**src/rtl/audio_info_frame_parser_pkg.sv**
```systemverilog
// Shared definitions for the HDMI audio InfoFrame parser.
//   - packet constants (type code, frame length, byte positions)
//   - parser state encoding
//   - the decoded audio field bundle that is shadowed and published
package audio_info_frame_pkg;

   localparam logic [7:0] AIF_TYPE        = 8'h84;
   localparam int         AIF_FRAME_BYTES = 31;
   localparam int         CNT_W           = 5;

   // Position of each byte within the packet (HB0 is 0).
   localparam logic [CNT_W-1:0] IDX_PB0  = 5'd3;
   localparam logic [CNT_W-1:0] IDX_PB1  = 5'd4;
   localparam logic [CNT_W-1:0] IDX_PB2  = 5'd5;
   localparam logic [CNT_W-1:0] IDX_PB4  = 5'd7;
   localparam logic [CNT_W-1:0] IDX_PB5  = 5'd8;
   localparam logic [CNT_W-1:0] IDX_LAST = 5'(AIF_FRAME_BYTES - 1);

   typedef enum logic [1:0] {
      IDLE,
      HDR,
      PAY,
      DISCARD
   } state_e;

   typedef struct packed {
      logic [2:0] channel_count;
      logic [7:0] channel_allocation;
      logic       down_mix_inhibited;
      logic [3:0] level_shift;
      logic [1:0] lfe_playback_level;
   } aif_fields_t;

endpackage

```
**src/rtl/audio_info_frame_parser_if.sv**
```systemverilog
// Byte-stream bus feeding an InfoFrame parser.
//   in_valid : in_byte is valid this cycle (no backpressure)
//   in_sof   : marks HB0 of a packet, qualified by in_valid
//   in_byte  : packet byte HB0, HB1, HB2, PB0..PB27
// master drives the stream, slave (the parser) consumes it.
interface audio_info_frame_parser_if;
   logic       in_valid;
   logic       in_sof;
   logic [7:0] in_byte;

   modport master (output in_valid, output in_sof, output in_byte);
   modport slave  (input  in_valid, input  in_sof, input  in_byte);
endinterface

```
**src/rtl/audio_info_frame_parser_checksum.sv**
```systemverilog
// infoframe_checksum: 8-bit modulo-256 accumulator shared by the InfoFrame
// parsers.
//   clk_pixel, reset : clock, asynchronous active-high reset
//   load_i           : restart the sum with byte_i
//   add_i            : add byte_i to the running sum
//   byte_i           : byte being accumulated
//   is_zero_o        : the sum including this cycle's load/add is zero, so the
//                      caller can judge a frame on the same cycle its last
//                      covered byte arrives
module infoframe_checksum (
   input  logic       clk_pixel,
   input  logic       reset,
   input  logic       load_i,
   input  logic       add_i,
   input  logic [7:0] byte_i,
   output logic       is_zero_o
);

   logic [7:0] acc_q;
   logic [7:0] acc_d;

   always_comb begin
      acc_d = acc_q;
      if (load_i) begin
         acc_d = byte_i;
      end else if (add_i) begin
         acc_d = acc_q + byte_i;
      end
   end

   // NOTE: state registers use non-blocking assignments so every flop samples
   // the values from before the edge, independent of block ordering.
   always_ff @(posedge clk_pixel or posedge reset) begin
      if (reset) begin
         acc_q <= 8'h00;
      end else begin
         acc_q <= acc_d;
      end
   end

   assign is_zero_o = (acc_d == 8'h00);

endmodule

```
**src/rtl/audio_info_frame_parser.sv**
```systemverilog
// audio_info_frame_parser: sink-side HDMI audio InfoFrame decoder.
// Checks header (type, version, length) and reserved fields byte by byte,
// sums HB0..PB[EXPECTED_LENGTH] and publishes the audio fields only when a
// complete frame sums to zero.
//   clk_pixel, reset   : clock, asynchronous active-high reset
//   in_if              : byte stream (in_valid / in_sof / in_byte)
//   frame_ok           : pulse, good frame accepted and fields updated
//   err_header         : pulse, header or reserved field mismatch
//   err_checksum       : pulse, sum nonzero at end of frame
//   err_abort          : pulse, new sof while a frame was in progress
//   info_valid         : sticky, set by the first frame_ok
//   channel_count .. lfe_playback_level : decoded fields of the last good frame
// Build option AUDIO_INFO_FRAME_PARSER_STATS_EN adds saturating good_count /
// bad_count outputs.
module audio_info_frame_parser
   import audio_info_frame_pkg::*;
#(
   parameter logic [7:0] EXPECTED_VERSION = 8'd1,
   parameter logic [4:0] EXPECTED_LENGTH  = 5'd10,
   parameter bit         CHECK_RESERVED   = 1'b1
) (
   input  logic                        clk_pixel,
   input  logic                        reset,
   audio_info_frame_parser_if.slave    in_if,
   output logic                        frame_ok,
   output logic                        err_header,
   output logic                        err_checksum,
   output logic                        err_abort,
   output logic                        info_valid,
   output logic [2:0]                  channel_count,
   output logic [7:0]                  channel_allocation,
   output logic                        down_mix_inhibited,
   output logic [3:0]                  level_shift,
   output logic [1:0]                  lfe_playback_level
`ifdef AUDIO_INFO_FRAME_PARSER_STATS_EN
   ,
   output logic [15:0]                 good_count,
   output logic [15:0]                 bad_count
`endif
);

   // Last byte index that still contributes to the checksum.
   localparam logic [CNT_W-1:0] IDX_SUM_END = IDX_PB0 + CNT_W'(EXPECTED_LENGTH);

   state_e           state_q, state_d;
   logic [CNT_W-1:0] cnt_q, cnt_d;
   logic             frame_ok_q, frame_ok_d;
   logic             err_header_q, err_header_d;
   logic             err_checksum_q, err_checksum_d;
   logic             err_abort_q, err_abort_d;
   logic             info_valid_q, info_valid_d;
   aif_fields_t      shadow_q, shadow_d;
   aif_fields_t      fields_q, fields_d;

   logic             sum_load, sum_add, sum_zero;
   logic             field_bad;
   logic [7:0]       b;

   assign b = in_if.in_byte;

   infoframe_checksum u_checksum (
      .clk_pixel (clk_pixel),
      .reset     (reset),
      .load_i    (sum_load),
      .add_i     (sum_add),
      .byte_i    (b),
      .is_zero_o (sum_zero)
   );

   // Mismatch of the byte at position cnt_q (HB1, HB2, or reserved PB1/PB2).
   always_comb begin
      field_bad = 1'b0;
      case (cnt_q)
         5'd1:    field_bad = (b != EXPECTED_VERSION);
         5'd2:    field_bad = (b[4:0] != EXPECTED_LENGTH) || (b[7:5] != 3'b000);
         IDX_PB1: field_bad = CHECK_RESERVED && (b[7:4] != 4'h0);
         IDX_PB2: field_bad = CHECK_RESERVED && (b != 8'h00);
         default: field_bad = 1'b0;
      endcase
   end

   always_comb begin
      // NOTE: every signal gets a default before any branch so no path can
      // leave one unassigned, which would infer a latch.
      state_d        = state_q;
      cnt_d          = cnt_q;
      frame_ok_d     = 1'b0;
      err_header_d   = 1'b0;
      err_checksum_d = 1'b0;
      err_abort_d    = 1'b0;
      info_valid_d   = info_valid_q;
      shadow_d       = shadow_q;
      fields_d       = fields_q;
      sum_load       = 1'b0;
      sum_add        = 1'b0;

      if (in_if.in_valid) begin
         if (in_if.in_sof) begin
            // Any sof restarts the frame; only an active frame counts as abort.
            sum_load    = 1'b1;
            cnt_d       = 5'd1;
            state_d     = HDR;
            err_abort_d = (state_q == HDR) || (state_q == PAY);
            if (b != AIF_TYPE) begin
               state_d      = DISCARD;
               cnt_d        = '0;
               err_header_d = !err_abort_d;
            end
         end else begin
            unique case (state_q)
               IDLE, DISCARD: ;
               HDR, PAY: begin
                  sum_add = (cnt_q <= IDX_SUM_END);
                  cnt_d   = cnt_q + 5'd1;
                  if (cnt_q == 5'd2) state_d = PAY;
                  case (cnt_q)
                     IDX_PB1: shadow_d.channel_count = b[2:0];
                     IDX_PB4: shadow_d.channel_allocation = b;
                     IDX_PB5: begin
                        shadow_d.down_mix_inhibited = b[7];
                        shadow_d.level_shift        = b[6:3];
                        shadow_d.lfe_playback_level = b[1:0];
                     end
                     default: ;
                  endcase
                  if (field_bad) begin
                     err_header_d = 1'b1;
                     state_d      = DISCARD;
                     cnt_d        = '0;
                  end else if (cnt_q == IDX_LAST) begin
                     state_d = IDLE;
                     cnt_d   = '0;
                     if (sum_zero) begin
                        frame_ok_d   = 1'b1;
                        fields_d     = shadow_q;
                        info_valid_d = 1'b1;
                     end else begin
                        err_checksum_d = 1'b1;
                     end
                  end
               end
            endcase
         end
      end
   end

   always_ff @(posedge clk_pixel or posedge reset) begin
      if (reset) begin
         state_q        <= IDLE;
         cnt_q          <= '0;
         frame_ok_q     <= 1'b0;
         err_header_q   <= 1'b0;
         err_checksum_q <= 1'b0;
         err_abort_q    <= 1'b0;
         info_valid_q   <= 1'b0;
         shadow_q       <= '0;
         fields_q       <= '0;
      end else begin
         state_q        <= state_d;
         cnt_q          <= cnt_d;
         frame_ok_q     <= frame_ok_d;
         err_header_q   <= err_header_d;
         err_checksum_q <= err_checksum_d;
         err_abort_q    <= err_abort_d;
         info_valid_q   <= info_valid_d;
         shadow_q       <= shadow_d;
         fields_q       <= fields_d;
      end
   end

   assign frame_ok           = frame_ok_q;
   assign err_header         = err_header_q;
   assign err_checksum       = err_checksum_q;
   assign err_abort          = err_abort_q;
   assign info_valid         = info_valid_q;
   assign channel_count      = fields_q.channel_count;
   assign channel_allocation = fields_q.channel_allocation;
   assign down_mix_inhibited = fields_q.down_mix_inhibited;
   assign level_shift        = fields_q.level_shift;
   assign lfe_playback_level = fields_q.lfe_playback_level;

`ifdef AUDIO_INFO_FRAME_PARSER_STATS_EN
   logic [15:0] good_q;
   logic [15:0] bad_q;

   always_ff @(posedge clk_pixel or posedge reset) begin
      if (reset) begin
         good_q <= '0;
         bad_q  <= '0;
      end else begin
         if (frame_ok_d && (good_q != 16'hFFFF)) good_q <= good_q + 16'd1;
         if ((err_header_d || err_checksum_d || err_abort_d) && (bad_q != 16'hFFFF))
            bad_q <= bad_q + 16'd1;
      end
   end

   assign good_count = good_q;
   assign bad_count  = bad_q;
`endif

endmodule

```
**src/flat_wrapper.sv**
```systemverilog
// flat-port wrapper written by rule: the top's interface ports become plain ports
module audio_info_frame_parser_flat import audio_info_frame_pkg::*;
#(
   parameter logic [7:0] EXPECTED_VERSION = 8'd1,
   parameter logic [4:0] EXPECTED_LENGTH  = 5'd10,
   parameter bit         CHECK_RESERVED   = 1'b1
)
  (clk_pixel, reset, frame_ok, err_header, err_checksum, err_abort, info_valid, channel_count, channel_allocation, down_mix_inhibited, level_shift, lfe_playback_level, in_if_in_valid, in_if_in_sof, in_if_in_byte);
  audio_info_frame_parser_if in_if_i ();
  input  logic clk_pixel;
  input  logic reset;
  output logic frame_ok;
  output logic err_header;
  output logic err_checksum;
  output logic err_abort;
  output logic info_valid;
  output logic [2:0] channel_count;
  output logic [7:0] channel_allocation;
  output logic down_mix_inhibited;
  output logic [3:0] level_shift;
  output logic [1:0] lfe_playback_level;
  input wire logic [$bits(in_if_i.in_valid)-1:0] in_if_in_valid;
  input wire logic [$bits(in_if_i.in_sof)-1:0] in_if_in_sof;
  input wire logic [$bits(in_if_i.in_byte)-1:0] in_if_in_byte;
  assign in_if_i.in_valid = in_if_in_valid;
  assign in_if_i.in_sof = in_if_in_sof;
  assign in_if_i.in_byte = in_if_in_byte;
  audio_info_frame_parser #(.EXPECTED_VERSION(EXPECTED_VERSION), .EXPECTED_LENGTH(EXPECTED_LENGTH), .CHECK_RESERVED(CHECK_RESERVED)) u_core (.clk_pixel(clk_pixel), .reset(reset), .in_if(in_if_i), .frame_ok(frame_ok), .err_header(err_header), .err_checksum(err_checksum), .err_abort(err_abort), .info_valid(info_valid), .channel_count(channel_count), .channel_allocation(channel_allocation), .down_mix_inhibited(down_mix_inhibited), .level_shift(level_shift), .lfe_playback_level(lfe_playback_level));
endmodule
```
**config.mk**
```make
export PLATFORM = sky130hd
export DESIGN_NAME = audio_info_frame_parser_flat
export DESIGN_NICKNAME = d
export VERILOG_FILES = /design/src/rtl/audio_info_frame_parser_pkg.sv /design/src/rtl/audio_info_frame_parser_if.sv /design/src/rtl/audio_info_frame_parser_checksum.sv /design/src/rtl/audio_info_frame_parser.sv /design/src/flat_wrapper.sv
export SDC_FILE = /design/constraint.sdc
export NUM_CORES = 1
export LEC_CHECK = 0
export CAP_MARGIN = 20
export CORE_UTILIZATION = 56
export DETAILED_ROUTE_END_ITERATION = 6
export PLACE_DENSITY_LB_ADDON = 0.1
export SYNTH_ARGS = -nofsm -noshare
export SYNTH_HDL_FRONTEND = slang
export SYNTH_SLANG_ARGS = --single-unit
```
**constraint.sdc**
```tcl
create_clock -name clk_pixel -period 3.29 [get_ports clk_pixel]
set_input_delay 0.658 -clock clk_pixel [delete_from_list [all_inputs] [get_ports clk_pixel]]
set_output_delay 0.658 -clock clk_pixel [all_outputs]
set_load 0.02 [all_outputs]
```
## Word level (Yosys, flattened, before mapping)

Index checks and enable logic that the tools add are counted.

- Flip-flop bits (word level): 56
- Output and inout bits: 23
- Word-level logic and storage cells: 89
- Input port bits: 12

- $add $sub $neg: 2
- Equal/unequal tests: 12
- Reductions and logical operators: 16
- Mux-type cells: 38
- $lt $le $gt $ge: 1
- Bitwise operators: 2

Operator list:

| cell | number |
|---|---|
| 2-to-1 mux 1 bit | 25 |
| 2-to-1 mux 5 bit | 4 |
| 2-to-1 mux 8 bit | 2 |
| == test 5 x 3 -> 1 bit, second input constant | 3 |
| 2-to-1 mux 2 bit | 6 |
| AND reduction 4 bit | 3 |
| adder 8 bit | 1 |
| logical NOT 8 bit | 1 |
| != test 8 x 1 -> 1 bit, second input constant | 1 |
| != test 8 bit, second input constant | 1 |
| nonzero test 4 bit | 2 |
| nonzero test 8 bit | 1 |
| AND reduction 6 bit | 1 |
| adder 5 x 1 -> 5 bit, second input constant | 1 |
| == test 5 x 1 -> 1 bit, second input constant | 1 |
| == test 5 x 2 -> 1 bit, second input constant | 1 |
| == test 5 x 4 -> 1 bit, second input constant | 1 |
| == test 5 bit, second input constant | 1 |
| <= comparator 5 x 4 -> 1 bit, second input constant | 1 |
| != test 5 x 4 -> 1 bit, second input constant | 1 |
| one-hot mux 1 bit (4 select lines) | 1 |
| AND reduction 3 bit | 1 |
| nonzero test 3 bit | 1 |
| == test 2 x 1 -> 1 bit, second input constant | 1 |
| other kinds (7) | 9 |

## Depth between registers and ports, before layout

- Word-level depth: 14
- Mapped depth: 12
- Mapped depth without buffers: 10

## Modules after synthesis

Synthesis repeated with hierarchy kept, for this count alone.

- Cell total of the unflattened synthesis: 242
- Area, all modules: 2,856.5 um^2

By module, submodules not included:

| module | cells each | sequential area each (um^2) | instances | area an instance (um^2) |
|---|---|---|---|---|
| audio_info_frame_parser | 163 | 1,201.2 | 1 | 2,124.5 |
| infoframe_checksum | 79 | 200.2 | 1 | 732.0 |

## Worst setup path after synthesis

Ideal clock, no wire load.

- Path kind: input-to-reg
- Start point: input in_if_in_byte[0]
- End point: register u_core.fields_q, in the netlist u_core.channel_allocation[0]
- Data required time: 3.165 ns
- Arrival: 2.779 ns
- Slack: 0.386 ns
- Cell stages on the path: 12
- Buffers on the path: 2
- Setup time: 0.125 ns
- Cell sequence: ha_1 inv_1 fa_1 nand2b_1 a21oi_1 xnor2_1 o21ai_2 nor4b_2 nand4b_1 buf_6 buf_6 mux2_4

- Word-level cells in the longest chain between the ends: 5
- Elaborated cells on any way between the ends: 11
- Those cells by class: 1 x add/sub; 2 x eq/ne; 3 x mux; 1 x bitwise; 4 x reduce/logical

RTL lines:

| element | RTL line | source |
|---|---|---|
| from (decl) | flat_wrapper.sv:24 | `input wire logic [$bits(in_if_i.in_byte)-1:0] in_if_in_byte;` |
| adder 8 bit | audio_info_frame_parser_checksum.sv:27 | `acc_d = acc_q + byte_i;` |
| 2-to-1 mux 8 bit | audio_info_frame_parser_checksum.sv:26 | `end else if (add_i) begin` |
| 2-to-1 mux 8 bit | audio_info_frame_parser_checksum.sv:24 | `if (load_i) begin` |
| via u_core.u_checksum.acc_d[4] | audio_info_frame_parser_checksum.sv:20 | `logic [7:0] acc_d;` |
| logical NOT 8 bit | audio_info_frame_parser_checksum.sv:41 | `assign is_zero_o = (acc_d == 8'h00);` |
| AND reduction 6 bit (no source line) | -- |  |
| to (signal assigned) | audio_info_frame_parser.sv:167 | `fields_q <= fields_d;` |
| to (decl) | audio_info_frame_parser.sv:53 | `aif_fields_t fields_q, fields_d;` |

The timed path passes the listed nets, and every way through them passes these cells.
A chain may end at the register's enable or synchronous reset.

## Final worst setup path

- Start point: input in_if_in_byte[1]
- End point: register u_core.fields_q, in the netlist u_core.channel_allocation[6]

- Word-level cells in the longest chain between the ends: 5
- Elaborated cells on any way between the ends: 11
- Those cells by class: 1 x add/sub; 2 x eq/ne; 3 x mux; 1 x bitwise; 4 x reduce/logical

RTL lines:

| element | RTL line |
|---|---|
| adder 8 bit or != test 5 x 4 -> 1 bit (tied branches) | audio_info_frame_parser_checksum.sv:27, audio_info_frame_parser.sv:75 |
| 2-to-1 mux 8 bit or logical OR 1 bit (tied branches) | audio_info_frame_parser_checksum.sv:26, audio_info_frame_parser.sv:75 |
| 2-to-1 mux 8 bit or one-hot mux 1 bit (4 select lines) (tied branches) | audio_info_frame_parser_checksum.sv:24, audio_info_frame_parser.sv:73 |
| logical NOT 8 bit or inverter 1 bit (tied branches) | -- |
| AND reduction 6 bit (no source line) * | -- |

Mark *: on every way between the ends. The rest lies on a longest branch, timed or not.

==> impl_metrics.ini <==
[run_status]
outcome = completed

[setup_path]
startpoint_type = primary input
timing.critical_path.buf_inv = 3
max_stage_delay_ns = 0.46
path_cells = clkdlybuf4s50_1 > ha_1 > a211oi_2 > nor3b_2 > o22ai_1 > mux2i_1 > nor4b_4 > nand4b_1 > buf_4 > clkbuf_16 > mux2_4
crit_fanout = 5
cpLargestDelayFamily = buffers and inverters
cp-end-kind = flip-flop
crit_slowest_cell = clkdlybuf4s50_1
worst-setup-path-type = in -> reg
ff2ff_setup_slack_ns = 0.38
cp.required_ns = 3.50
critPathArrivalTime_ns = 3.43

[die]
io_pins = 35
die_h_um = 74.2
num_rows = 25
die_area_sq_mm = 0.00550
die_w_um = 74.2
core_area_sq_mm = 0.00488
start_util_pct = 59.7

[clocking]
cts.htree.levels = 2
clock-sinks = 56
hold_buffers = 0
clock_path_buffers = 2
clk_latency_ns = 0.32
numCtsBuffers = 5
cts_root_buffer = clkbuf_8
tritoncts = done
cts.reportedPaths.clkPinSlew_ns = 0.10

[timing]
hold_violations = 0
finalClockSkew_ns = 0.00749
worstMarginPinSlew_ns = 0.519
layout_min_cycle_time_ns = 3.22
setup_violations = 0
finalMaxSlewViolations = 0
fin_crit_sh_pct = 97.9
whs_ns = 0.487
fmaxAchievable_mhz = 311
slew_headroom_pct = 65.2
final.setup.tns_ns = 0

[yosys]
yosysWarnings = 0
async_flop_share_pct = 100
synth_area_leaders = dfrtp_1, mux2_2, ha_1
ys_seq_area_share_pct = 48.1
synth-edff-count = 0
avgSynthCellArea_sq_um = 11.2
syn-num-nets = 284
synth_flop_cell = dfrtp_1
yosysMostFrequentCell = dfrtp_1
netlist_top_cells_count = dfrtp_1, nand2_1, o21ai_0
ys_ff_latch = 56
yosysUniqueCellTypes = 54
syn_area_sq_mm = 0.00292
synth_top_area_share_pct = 48.1
yosysTopAreaCell = dfrtp_1
syn_inst = 260

[power_and_ir_drop]
clkPwrFrac_pct = 17.3
power_mw = 2.25
p_leak_nw = 1.79
ir_drop_mv = 0.393
p_sw_share_pct = 37.2
p_switching_uw = 838
powerDensity_mw_per_mm2 = 603
p_int_mw = 1.41
p_comb_share_pct = 44.7
sequentialPowerShare_pct = 38.0

[drt]
routedWlPerCell_um = 17.1
vias = 2266
drcViolationCount = 0
totalWireLength_um = 6740
vias_per_cell = 5.74
antenna_left = 0
drt_iter0_drc = 145
drt_pass1_iterations = 4

[layout]
diodes = 0
utilization_pct = 76.4
synthToLayoutAreaGrowth_pct = 27.9
nFillCells = 352
multi_input_area_sq_mm = 0.00148
fin_nets = 351
layout-drive-gt1-share_pct = 25.3
regArea_sq_mm = 0.00140

[placed_design]
io_buffers = 34
dp_hpwl_um = 4700
gp_congestion = 0.940

[worst_hold_path]
hold_class = reg -> reg

[global_route]
grt.total_usage_pct = 25.7
grt_max_degree = 31
grt_pass1_vias = 2096
grt.overflow.total = 0
grt_pass1_wl_um = 10500
antenna_found_initial = 0

[job]
max_cap_viol_count = 0
[timing repair]
action,in CTS,in global routing
resized for setup,0,10
buffers inserted,0,4
endpoints found under the setup margin,0,18
[path summary, 6_finish.rpt]
kind | start | end | cells after the start
max in group asynchronous | reset | u_core.down_mix_inhibited | 3
setup / recovery | in_if_in_byte[1] | u_core.channel_allocation[6] | 11
min in group asynchronous | reset | u_core.channel_allocation[0] | 2
hold reg to reg | u_core.shadow_q[3] | u_core.level_shift[1] | 1
setup reg to reg | u_core.cnt_q[1] | u_core.channel_allocation[6] | 10
hold / removal | u_core.shadow_q[3] | u_core.level_shift[1] | 1
[power groups by stage]
stage / clock, mW / sequential (mW) / combinational [mW]
2_1_floorplan: 0 / 0.858 / 0.590
3_3_place_gp: 0 / 0.862 / 0.869
3_5_place_dp: 0 / 0.868 / 0.890
4_1_cts: 0.394 / 0.854 / 0.897
5_1_grt: 0.417 / 0.867 / 1.10
6_report: 0.389 / 0.855 / 1.01
[layout make-up]
| class | count | area share [%] |
|---|---|---|
| flip-flops and latches | 56 | 37.6 |
| clock buffers | 5 | 1.85 |
| repair buffers | 69 | 17.1 |
| multi-input cells | 187 | 39.8 |
| clock inverters | 3 | 0.604 |
| inverters | 8 | 0.805 |
| well taps | 67 | 2.25 |
[routing by layer]
metal,share of wire (%),vias to the layer above,global-route usage [%],wire (um)
li1,-,1077,-,-
met3,4.0,9,3.93,267
met1,45,1123,34.8,3000
met4,1.1,0,6.41,73
met5,0,-,0,0
met2,50,57,43.2,3400
[cells by family (layout without fill, tap and decap cells)]
group | Yosys count | after routing | synth area share, %
AO/OA/AOI/OAI | 50 | 50 | 11.9
buffers and inverters | 17 | 85 | 2.75
adder cells (fa/ha/maj) | 12 | 12 | 5.41
multiplexers | 33 | 33 | 13.8
XOR/XNOR | 5 | 5 | 1.76
AND/OR/NAND/NOR | 87 | 87 | 16.3
flip-flops | 56 | 56 | 48.1
[registers in the layout (all words and copies together), names as in the netlist]
register / count
u_core.shadow_q: 18
u_core.channel_allocation: 8
u_core.u_checksum.acc_q: 8
u_core.cnt_q: 5
u_core.level_shift: 4
u_core.channel_count: 3
u_core.lfe_playback_level: 2
u_core.state_q: 2
u_core.down_mix_inhibited: 1
u_core.err_abort: 1
u_core.err_checksum: 1
u_core.err_header: 1
u_core.frame_ok: 1
u_core.info_valid: 1
[per-stage QoR]
step	instance area, sq um	instances	setup slack, ns
final	3730	395	0.0700
after global routing	3730	395	-0.0475
after CTS	3610	389	0.0642
after detailed placement	3520	381	-0.263
after global placement	3520	381	-0.243
after floorplan	2920	260	0.386
[worst register-to-register path: cells and delay by family, from the launching register on]
family | cells | cell delay, ns
buf+inv | 4 | 0.68
compound gates | 2 | 0.61
simple gates | 2 | 0.49
flops | 1 | 0.46
mux | 1 | 0.29
fa+ha+maj | 1 | 0.26
[layout by cell type (no fill, tap or decap), drive strengths merged, types with 5 or more instances in the layout]
cell | netlist | layout
dfrtp | 56 | 56
buf | 3 | 34
clkdlybuf4s50 | 0 | 33
mux2 | 31 | 31
nand2 | 22 | 22
o21ai | 20 | 20
nand3 | 15 | 15
nor2 | 12 | 12
ha | 11 | 11
inv | 8 | 9
nor3 | 6 | 6
clkbuf | 6 | 6
a21oi | 5 | 5
Note: power is estimated with default switching activity, not from simulation.
